==> config.mk <==
export PLATFORM = sky130hd
export DESIGN_NAME = control_unit
export DESIGN_NICKNAME = d
export VERILOG_FILES = /design/src/rtl/control_unit.sv
export SDC_FILE = /design/constraint.sdc
export NUM_CORES = 1
export LEC_CHECK = 0
export BUFFER_PORTS_ARGS = -buffer_cell sky130_fd_sc_hd__clkbuf_2
export CAP_MARGIN = 30
export CORE_MARGIN = 4
export CORE_UTILIZATION = 25
export DETAILED_ROUTE_END_ITERATION = 12
export PLACE_DENSITY_LB_ADDON = 0.05
export SETUP_SLACK_MARGIN = 0.05
export SLEW_MARGIN = 20
export SYNTH_ARGS = -nofsm -noshare
export SYNTH_HDL_FRONTEND = slang
export SYNTH_SLANG_ARGS = --single-unit
export TNS_END_PERCENT = 10
==> constraint.sdc <==
create_clock -name clk -period 1.51 [get_ports clk]
set_input_delay 0 -clock clk [delete_from_list [all_inputs] [get_ports clk]]
set_output_delay 0 -clock clk [all_outputs]
set_load 0.05 [all_outputs]
==> src/rtl/control_unit.sv <==
// control_unit: sequencing FSM for the operative datapath (X/S/H registers,
// 3-level mux tree, add/subtract ULA). A start pulse latches an opcode and a
// repeat count; the FSM then walks LOADX -> STEP1 -> STEP2(xN) -> DONE and
// drives every datapath control line as a pure decode of registered state.
module control_unit #(
  parameter int CNT_W = 4
) (
  input  logic             clk,
  input  logic             rst,
  input  logic             start,
  input  logic [1:0]       op,
  input  logic [CNT_W-1:0] count,
  output logic             busy,
  output logic             done,
  output logic             load_x,
  output logic             load_s,
  output logic             load_h,
  output logic             H,
  output logic [1:0]       sel_m0,
  output logic [1:0]       sel_m1,
  output logic [1:0]       sel_m2
);

  typedef enum logic [2:0] {
    S_IDLE  = 3'd0,
    S_LOADX = 3'd1,
    S_STEP1 = 3'd2,
    S_STEP2 = 3'd3,
    S_DONE  = 3'd4
  } state_t;

  // Mux select encodings, named by what they route.
  localparam logic [1:0] M0_A    = 2'b00;
  localparam logic [1:0] M0_B    = 2'b10;
  localparam logic [1:0] M0_C    = 2'b11;
  localparam logic [1:0] M1_M0   = 2'b00;
  localparam logic [1:0] M1_X    = 2'b01;
  localparam logic [1:0] M1_S    = 2'b10;
  localparam logic [1:0] M1_H    = 2'b11;
  localparam logic [1:0] M2_X    = 2'b00;
  localparam logic [1:0] M2_M0   = 2'b01;

  state_t           state_q, state_d;
  logic [1:0]       op_q, op_d;
  logic [CNT_W-1:0] cnt_q, cnt_d;

  // State, latched opcode and remaining STEP2 iterations; reset aborts any operation.
  always_ff @(posedge clk) begin
    if (rst) begin
      state_q <= S_IDLE;
      op_q    <= 2'b00;
      cnt_q   <= '0;
    end else begin
      state_q <= state_d;
      op_q    <= op_d;
      cnt_q   <= cnt_d;
    end
  end

  // Next-state logic; op/count are only looked at when a start is accepted in IDLE.
  always_comb begin
    state_d = state_q;
    op_d    = op_q;
    cnt_d   = cnt_q;
    case (state_q)
      S_IDLE: begin
        if (start) begin
          op_d    = op;
          // A zero count still performs one accumulation step.
          cnt_d   = (count == '0) ? CNT_W'(1) : count;
          state_d = S_LOADX;
        end
      end
      S_LOADX: state_d = S_STEP1;
      S_STEP1: state_d = S_STEP2;
      S_STEP2: begin
        if (op_q[1]) begin
          // ops 10/11 combine H with B/C exactly once.
          state_d = S_DONE;
        end else begin
          cnt_d = cnt_q - CNT_W'(1);
          if (cnt_q == CNT_W'(1)) state_d = S_DONE;
        end
      end
      S_DONE:  state_d = S_IDLE;
      default: state_d = S_IDLE;
    endcase
  end

  // Datapath control decode from registered state and opcode only (no live inputs).
  always_comb begin
    busy   = 1'b0;
    done   = 1'b0;
    load_x = 1'b0;
    load_s = 1'b0;
    load_h = 1'b0;
    H      = 1'b0;
    sel_m0 = M0_A;
    sel_m1 = M1_M0;
    sel_m2 = M2_X;
    case (state_q)
      S_IDLE: ;
      S_LOADX: begin
        busy   = 1'b1;
        load_x = 1'b1;
      end
      S_STEP1: begin
        busy = 1'b1;
        case (op_q)
          2'b00, 2'b01: begin
            // S = X +/- A
            sel_m0 = M0_A;
            sel_m1 = M1_X;
            sel_m2 = M2_M0;
            H      = op_q[0];
            load_s = 1'b1;
          end
          2'b10: begin
            // H = X + X
            sel_m1 = M1_X;
            sel_m2 = M2_X;
            load_h = 1'b1;
          end
          default: begin
            // H = A + X
            sel_m0 = M0_A;
            sel_m1 = M1_M0;
            sel_m2 = M2_X;
            load_h = 1'b1;
          end
        endcase
      end
      S_STEP2: begin
        // op[0] picks B(add)/C(subtract); op[1] picks S or H as the accumulator.
        busy   = 1'b1;
        sel_m0 = op_q[0] ? M0_C : M0_B;
        sel_m1 = op_q[1] ? M1_H : M1_S;
        sel_m2 = M2_M0;
        H      = op_q[0];
        load_s = 1'b1;
      end
      S_DONE: begin
        busy = 1'b1;
        done = 1'b1;
      end
      default: ;
    endcase
  end

endmodule

==> results of run 1 <==
through the flow:
step	setup WS, ps	instance area (um^2)	hold WS [ps]	std cells	utilization
detailed placement	20.7	718	248	118	0.313
CTS	22.1	772	59.8	124	0.336
floorplan	57.7	629	147	76	-
global placement	23.4	718	244	118	0.313
global route	22.8	801	69.2	126	0.349
finish	107	801	57.5	126	0.349
cell families after synthesis:
kind of cell	count (synthesis)	synth area share
other cells	1	0.00604
fa+ha+maj	2	0.0403
compound gates	13	0.159
xor+xnor	1	0.0141
buf+inv	11	0.121
flops	9	0.290
simple gates	36	0.321
mux	3	0.0484
power by group through the flow:
stage / Combinational (uW) / Clock, uW / Sequential [uW]
6_report: 310 / 180 / 294
5_1_grt: 340 / 211 / 299
4_1_cts: 299 / 190 / 296
3_5_place_dp: 292 / 0 / 300
3_3_place_gp: 297 / 0 / 301
2_1_floorplan: 262 / 0 / 279
area by class of cell:
type	instances	area, um^2	share of cell area
sequential	9	189	0.236
multi-input combinational	56	375	0.469
inverter	3	11.3	0.0141
tap	28	35.0	0.0438
clock buffer	4	26.3	0.0328
timing repair buffer	26	164	0.205
worst max path at each step:
stage / from / endpoint / slack (ps) / depth (start not counted)
2_1_floorplan: state_q[2] / cnt_q[0] / 60 / 5
4_1_cts: state_q[2] / cnt_q[0] / 20 / 4
3_5_place_dp: state_q[2] / cnt_q[0] / 20 / 4
6_report: state_q[0] / H / 110 / 5
3_3_place_gp: state_q[1] / cnt_q[1] / 20 / 5
5_1_grt: state_q[0] / H / 20 / 5
cells in the final DEF (no fill, tap or decap), types with 2 or more instances in the layout:
master	Yosys	layout
clkbuf_2	0	15
nor2_1	13	13
dfxtp_1	9	6
nand2_1	5	5
clkbuf_4	0	5
buf_4	5	5
a21oi_1	4	4
nand3b_1	3	3
nand2b_1	3	3
mux2i_1	3	3
nor3_1	3	3
and2_1	3	2
inv_1	3	2
a21o_1	2	2
o21ai_0	2	2
or3_1	2	2
ha_1	2	2
dlygate4sd3_1	0	2
dfxtp_4	0	2
what timing repair did:
action | in CTS | in global routing
resized for setup | 5 | 9
pin swaps | 1 | 2
endpoints found under the hold margin | 2 | 0
endpoints found under the setup margin | 11 | 12
hold buffers | 2 | 0
buffers inserted | 0 | 2
worst max-delay path, stage by stage (launching register included):
cell	delay, ps
dfxtp_4	360
buf_4	160
nand2b_1	150
nor2b_4	140
and2_2	190
buf_6	150
registers in the layout (all words and copies together) (netlist names):
| name | count |
|---|---|
| op_q | 2 |
| state_q | 3 |
| cnt_q | 4 |
per-layer routing:
metal  GRT usage  vias up  share of wire
met5           0        -              0
met4      0.0298        0          0.012
met3      0.0423        2          0.053
met2       0.131       11           0.43
met1       0.120      246           0.50
li1            -      292              -
==> results.py, run 1 <==
metrics = {
    "logic_synthesis": {
        "netlist.area_leader.share": 0.290,
        "async_flop_share": 0,
        "syn_avg_cell_area_um2": 8.17,
        "netlist_area_um2": 621,
        "synth.distinct_cells": 27,
        "synth_edf_count": 0,
        "yosysSeqAreaShare": 0.290,
        "synth_area_leaders": "dfxtp_1 29%, nor2_1 7.9%, buf_4 6.0%, mux2i_1 4.8%, ha_1 4.0%",
        "post-synth-top-area-cell": "dfxtp_1",
        "syn_nets": 87,
        "synthFlopType": "dfxtp_1",
        "yosys_warnings": 0,
        "synth_cells": 76,
        "yosys.cell_count.top_type": "nor2_1",
        "synth_seq_cells": 9,
        "synth_commonest_cells": "13 x nor2_1, 9 x dfxtp_1, 5 x buf_4, 5 x nand2_1, 4 x a21oi_1",
    },
    "grt": {
        "overflow": 0,
        "grt_pass1_vias": 564,
        "antenna_found_initial": 0,
        "grt_max_degree": 10,
        "track_usage": 0.0913,
        "grt_pass1_wl_um": 2350,
    },
    "pwr": {
        "p_sw_uw": 302,
        "peakVddDrop_uv": 355,
        "intPower_uw": 482,
        "seqPwrFrac": 0.375,
        "swShare": 0.386,
        "clkPwrFrac": 0.229,
        "power_density_mw_per_mm2": 980,
        "p_comb_frac": 0.395,
        "leakage_uw": 0.000352,
        "totalPowerFinal_uw": 784,
    },
    "sta": {
        "period_needed_ps": 1400,
        "setup_viol": 0,
        "rsz0062_at_grt": "true",
        "hold_viol_final": 0,
        "fmax_mhz": 713,
        "fin_skew_ps": 1.67,
        "post-route-period-util": 0.929,
        "setup_tns_ps": 0,
        "drv_slew": 0,
    },
    "detailed_routing": {
        "ant_nets": 0,
        "wl_per_cell_um": 10.5,
        "drt_iter0_drc": 4,
        "routed_via_density": 4.37,
        "finalWirelength_um": 1330,
        "route.detailed.drc": 0,
        "drt_first_pass_iters": 3,
        "route.vias.total": 551,
    },
    "setup_path": {
        "rrSetupSlack_ps": 140,
        "cp_max_fo": 6,
        "regToRegEndpoint": "cnt_q[0]",
        "worstSetupPathType": "reg -> out",
        "r2r_cells": 4,
        "reg2reg_from": "state_q[2]",
        "cp.required_ps": 1510,
        "cp-end-kind": "output port",
        "arrival_ps": 1400,
        "start_kind": "flip-flop",
    },
    "cts": {
        "cts_buffer_depth": 2,
        "htree_num_levels": 1,
        "cts_buffers": 3,
        "cts-root-buf": "clkbuf_4",
        "clk_pin_slew_ps": 60,
        "cts_tree": "yes",
        "cts.sinks": 9,
        "clkLatencyLatePin_ps": 250,
    },
    "place": {
        "hpwlAfterDp_um": 1080,
        "port_buffers": 19,
        "gp_congestion": 0.681,
    },
    "worst_hold_path": {
        "worstHoldEndpoint": "cnt_q[3]",
        "worstHoldStart": "rst",
        "min_path_type": "in -> reg",
        "min_path_cells": 2,
    },
    "run": {
        "maxCapViolCount": 0,
    },
    "finish": {
        "diodes": 0,
        "drive_gt1_frac": 0.357,
        "fin_nets": 110,
        "syn_to_final_growth_pct": 29.0,
        "fill_cells": 259,
    },
    "die": {
        "die_h_um": 57.8,
        "core_mm2": 0.00230,
        "initial_core_util": 0.270,
        "die_x_um": 57.8,
        "rows": 17,
        "dieArea_mm2": 0.00334,
        "io_pins": 21,
    },
    "outcome": {
        "status": "completed",
    },
}
Note: power is estimated with default switching activity, not from simulation.
==> run 2, diff against run 1 <==
--- a/config.mk
+++ b/config.mk
@@ -5,6 +5,7 @@
 export SDC_FILE = /design/constraint.sdc
 export NUM_CORES = 1
 export LEC_CHECK = 0
+export ABC_AREA = 1
 export BUFFER_PORTS_ARGS = -buffer_cell sky130_fd_sc_hd__clkbuf_2
 export CAP_MARGIN = 30
 export CORE_MARGIN = 4
==> constraint.sdc (replaced) <==
create_clock -name clk -period 1.51 [get_ports clk]
set_input_delay 0 -clock clk [delete_from_list [all_inputs] [get_ports clk]]
set_output_delay 0 -clock clk [all_outputs]
set_load 0.1 [all_outputs]
==> results.py, run 2 <==
metrics = {
    "outcome": {
        "status": "completed",
    },
    "detailed_routing": {
        "routed_via_density": 4.36,
        "route.detailed.drc": 0,
        "drt_first_pass_iters": 4,
        "route.vias.total": 659,
        "drt_iter0_drc": 8,
        "wl_per_cell_um": 10.0,
        "finalWirelength_um": 1510,
        "ant_nets": 0,
    },
    "logic_synthesis": {
        "syn_avg_cell_area_um2": 6.59,
        "synth_seq_cells": 9,
        "yosys.cell_count.top_type": "nand2_1",
        "syn_nets": 108,
        "synth_xor_area_frac": 0,
        "synth_commonest_cells": "18 x nand2_1, 15 x inv_1, 15 x nor2_1",
        "yosys_warnings": 0,
        "async_flop_share": 0,
        "synth_area_leaders": "dfxtp_1 28%, nand2_1 11%, inv_1 8.8%, nor2_1 8.8%, nand3_1 7.8%",
        "synth_cells": 97,
        "yosys.area_share.simple": 0.442,
        "synth_edf_count": 0,
        "yosysSeqAreaShare": 0.282,
        "synthAdderAreaFrac": 0.0391,
        "netlist.area_leader.share": 0.282,
        "post-synth-top-area-cell": "dfxtp_1",
        "synthFlopType": "dfxtp_1",
        "netlist_area_um2": 639,
        "synth_compound_area_frac": 0.0959,
        "muxShareOfSynthArea": 0,
        "synth_top_family_by_area": "simple AND/OR/NAND/NOR gates",
        "synth.distinct_cells": 20,
    },
    "finish": {
        "diodes": 0,
        "fin_nets": 133,
        "drive_gt1_frac": 0.364,
        "final_cell_mix": "15 x nor2_1, 15 x nand2_1, 13 x inv_1",
        "top_register": "cnt_q",
        "final_cells": 151,
        "final_util": 0.404,
        "syn_to_final_growth_pct": 55.2,
        "reg_top3": "cnt_q: 4 flops, state_q: 3 flops, op_q: 2 flops",
        "largest_reg_flops": 4,
        "stdcell_area_um2": 992,
    },
    "grt": {
        "use_met1": 0.101,
        "overflow": 0,
        "antenna_found_initial": 0,
        "grt_pass1_vias": 584,
        "grt_pass1_wl_um": 2420,
        "grt-busiest-layer": "met2",
        "grt_use_met2": 0.167,
        "grt_max_degree": 10,
        "gr-usage-met3": 0.0197,
        "track_usage": 0.0957,
    },
    "pwr": {
        "peakVddDrop_uv": 661,
        "power_density_mw_per_mm2": 1280,
        "totalPowerFinal_uw": 1270,
        "leakage_uw": 0.000462,
    },
    "place": {
        "place_inst": 142,
        "port_buffers": 19,
        "placed_area_um2": 901,
        "detailedPlace.worstSlack_ps": 207,
        "hpwlAfterDp_um": 1190,
        "gp_congestion": 0.773,
    },
    "die": {
        "dieArea_mm2": 0.00343,
        "die_h_um": 58.6,
        "die_x_um": 58.6,
        "rows": 18,
        "io_pins": 21,
        "initial_core_util": 0.260,
        "core_mm2": 0.00245,
    },
    "sta": {
        "setup_viol": 0,
        "fin_skew_ps": 7.86,
        "drv_slew": 0,
        "period_needed_ps": 1390,
        "fmax_mhz": 720,
        "fin_ws_ps": 121,
        "rsz0062_at_grt": "true",
        "post-route-period-util": 0.920,
        "hold_viol_final": 0,
    },
    "setup_path": {
        "arrival_ps": 1390,
        "cpPeakStageDelay_ps": 380,
        "start_kind": "flip-flop",
        "cp.required_ps": 1510,
        "cp_max_fo": 4,
        "worstPathCellList": "nor2_4 -> nand2_2 -> buf_4 -> nor2_1 -> buf_12",
        "cp-end-kind": "output port",
        "worstSetupPathType": "reg -> out",
        "crit_slowest_cell": "dfxtp_4",
    },
    "cts": {
        "clk_pin_slew_ps": 70,
        "cts_tree": "yes",
        "cts.sinks": 9,
        "cts_buffer_depth": 2,
        "htree_num_levels": 1,
        "cts_buffers": 3,
        "cts-root-buf": "clkbuf_4",
        "clkLatencyLatePin_ps": 260,
    },
    "run": {
        "maxCapViolCount": 0,
    },
    "worst_hold_path": {
        "min_path_type": "in -> reg",
    },
}
## run 2: cell types whose count changed after synthesis, sizes merged, moves of 3 or more
cell,delta
and2,-3
buf,-4
inv,+12
mux2i,-3
nand2,+16
nand2b,-3
nand3,+12
nor2,+4
o21ai,+3
## run 2: metrics by stage
| stage | TNS [ps] | hold WS (ps) |
|---|---|---|
| 2_1_floorplan | -2510 | 62.7 |
| 3_3_place_gp | 0 | 189 |
| 3_5_place_dp | 0 | 194 |
| 4_1_cts | 0 | 17.4 |
| 5_1_grt | 0 | 51.8 |
| 6_report | 0 | 15.5 |
## run 2: path summary, 6_finish.rpt
check	startpoint	end	slack, ps	cells past startpoint
setup / recovery	state_q[2]	load_h	120	5
hold / removal	op[0]	op_q[0]	20	3
setup reg to reg	state_q[0]	cnt_q[3]	260	8
hold reg to reg	op_q[0]	op_q[0]	520	2
## run 2: repair_timing
action / in CTS / in global routing
resized for setup: 5 / 5
buffers inserted: 0 / 4
endpoints found under the hold margin: 2 / 0
endpoints found under the setup margin: 4 / 4
pin swaps: 0 / 2
hold buffers: 1 / 0
## run 2: final cells by class
cell class                 instances  area (um^2)
clock buffer                       4         26.3
tap                               30         37.5
sequential                         9          189
multi-input combinational         69          408
inverter                          15         58.8
fill                             270         1460
timing repair buffer              24          273
## run 2: power breakdown
| group | internal (uW) | switching (uW) |
|---|---|---|
| Sequential | 276 | 36.5 |
| Combinational | 258 | 510 |
| Clock | 102 | 86.5 |
## run 2: kinds of logic after synthesis
group / after synthesis
simple gates: 54
compound gates: 12
flops: 9
fa+ha+maj: 2
buf+inv: 19
other cells: 1
## run 2: critical path, delay by kind of cell, from the launching register on
family        cells  cell delay [ps]
simple gates      3              410
flops             1              380
buf+inv           2              340
## run 2: metal layers
layer	part of all wire	vias to the layer above
li1	-	349
met1	0.42	288
met2	0.50	18
met3	0.052	4
met4	0.022	0
met5	0	-
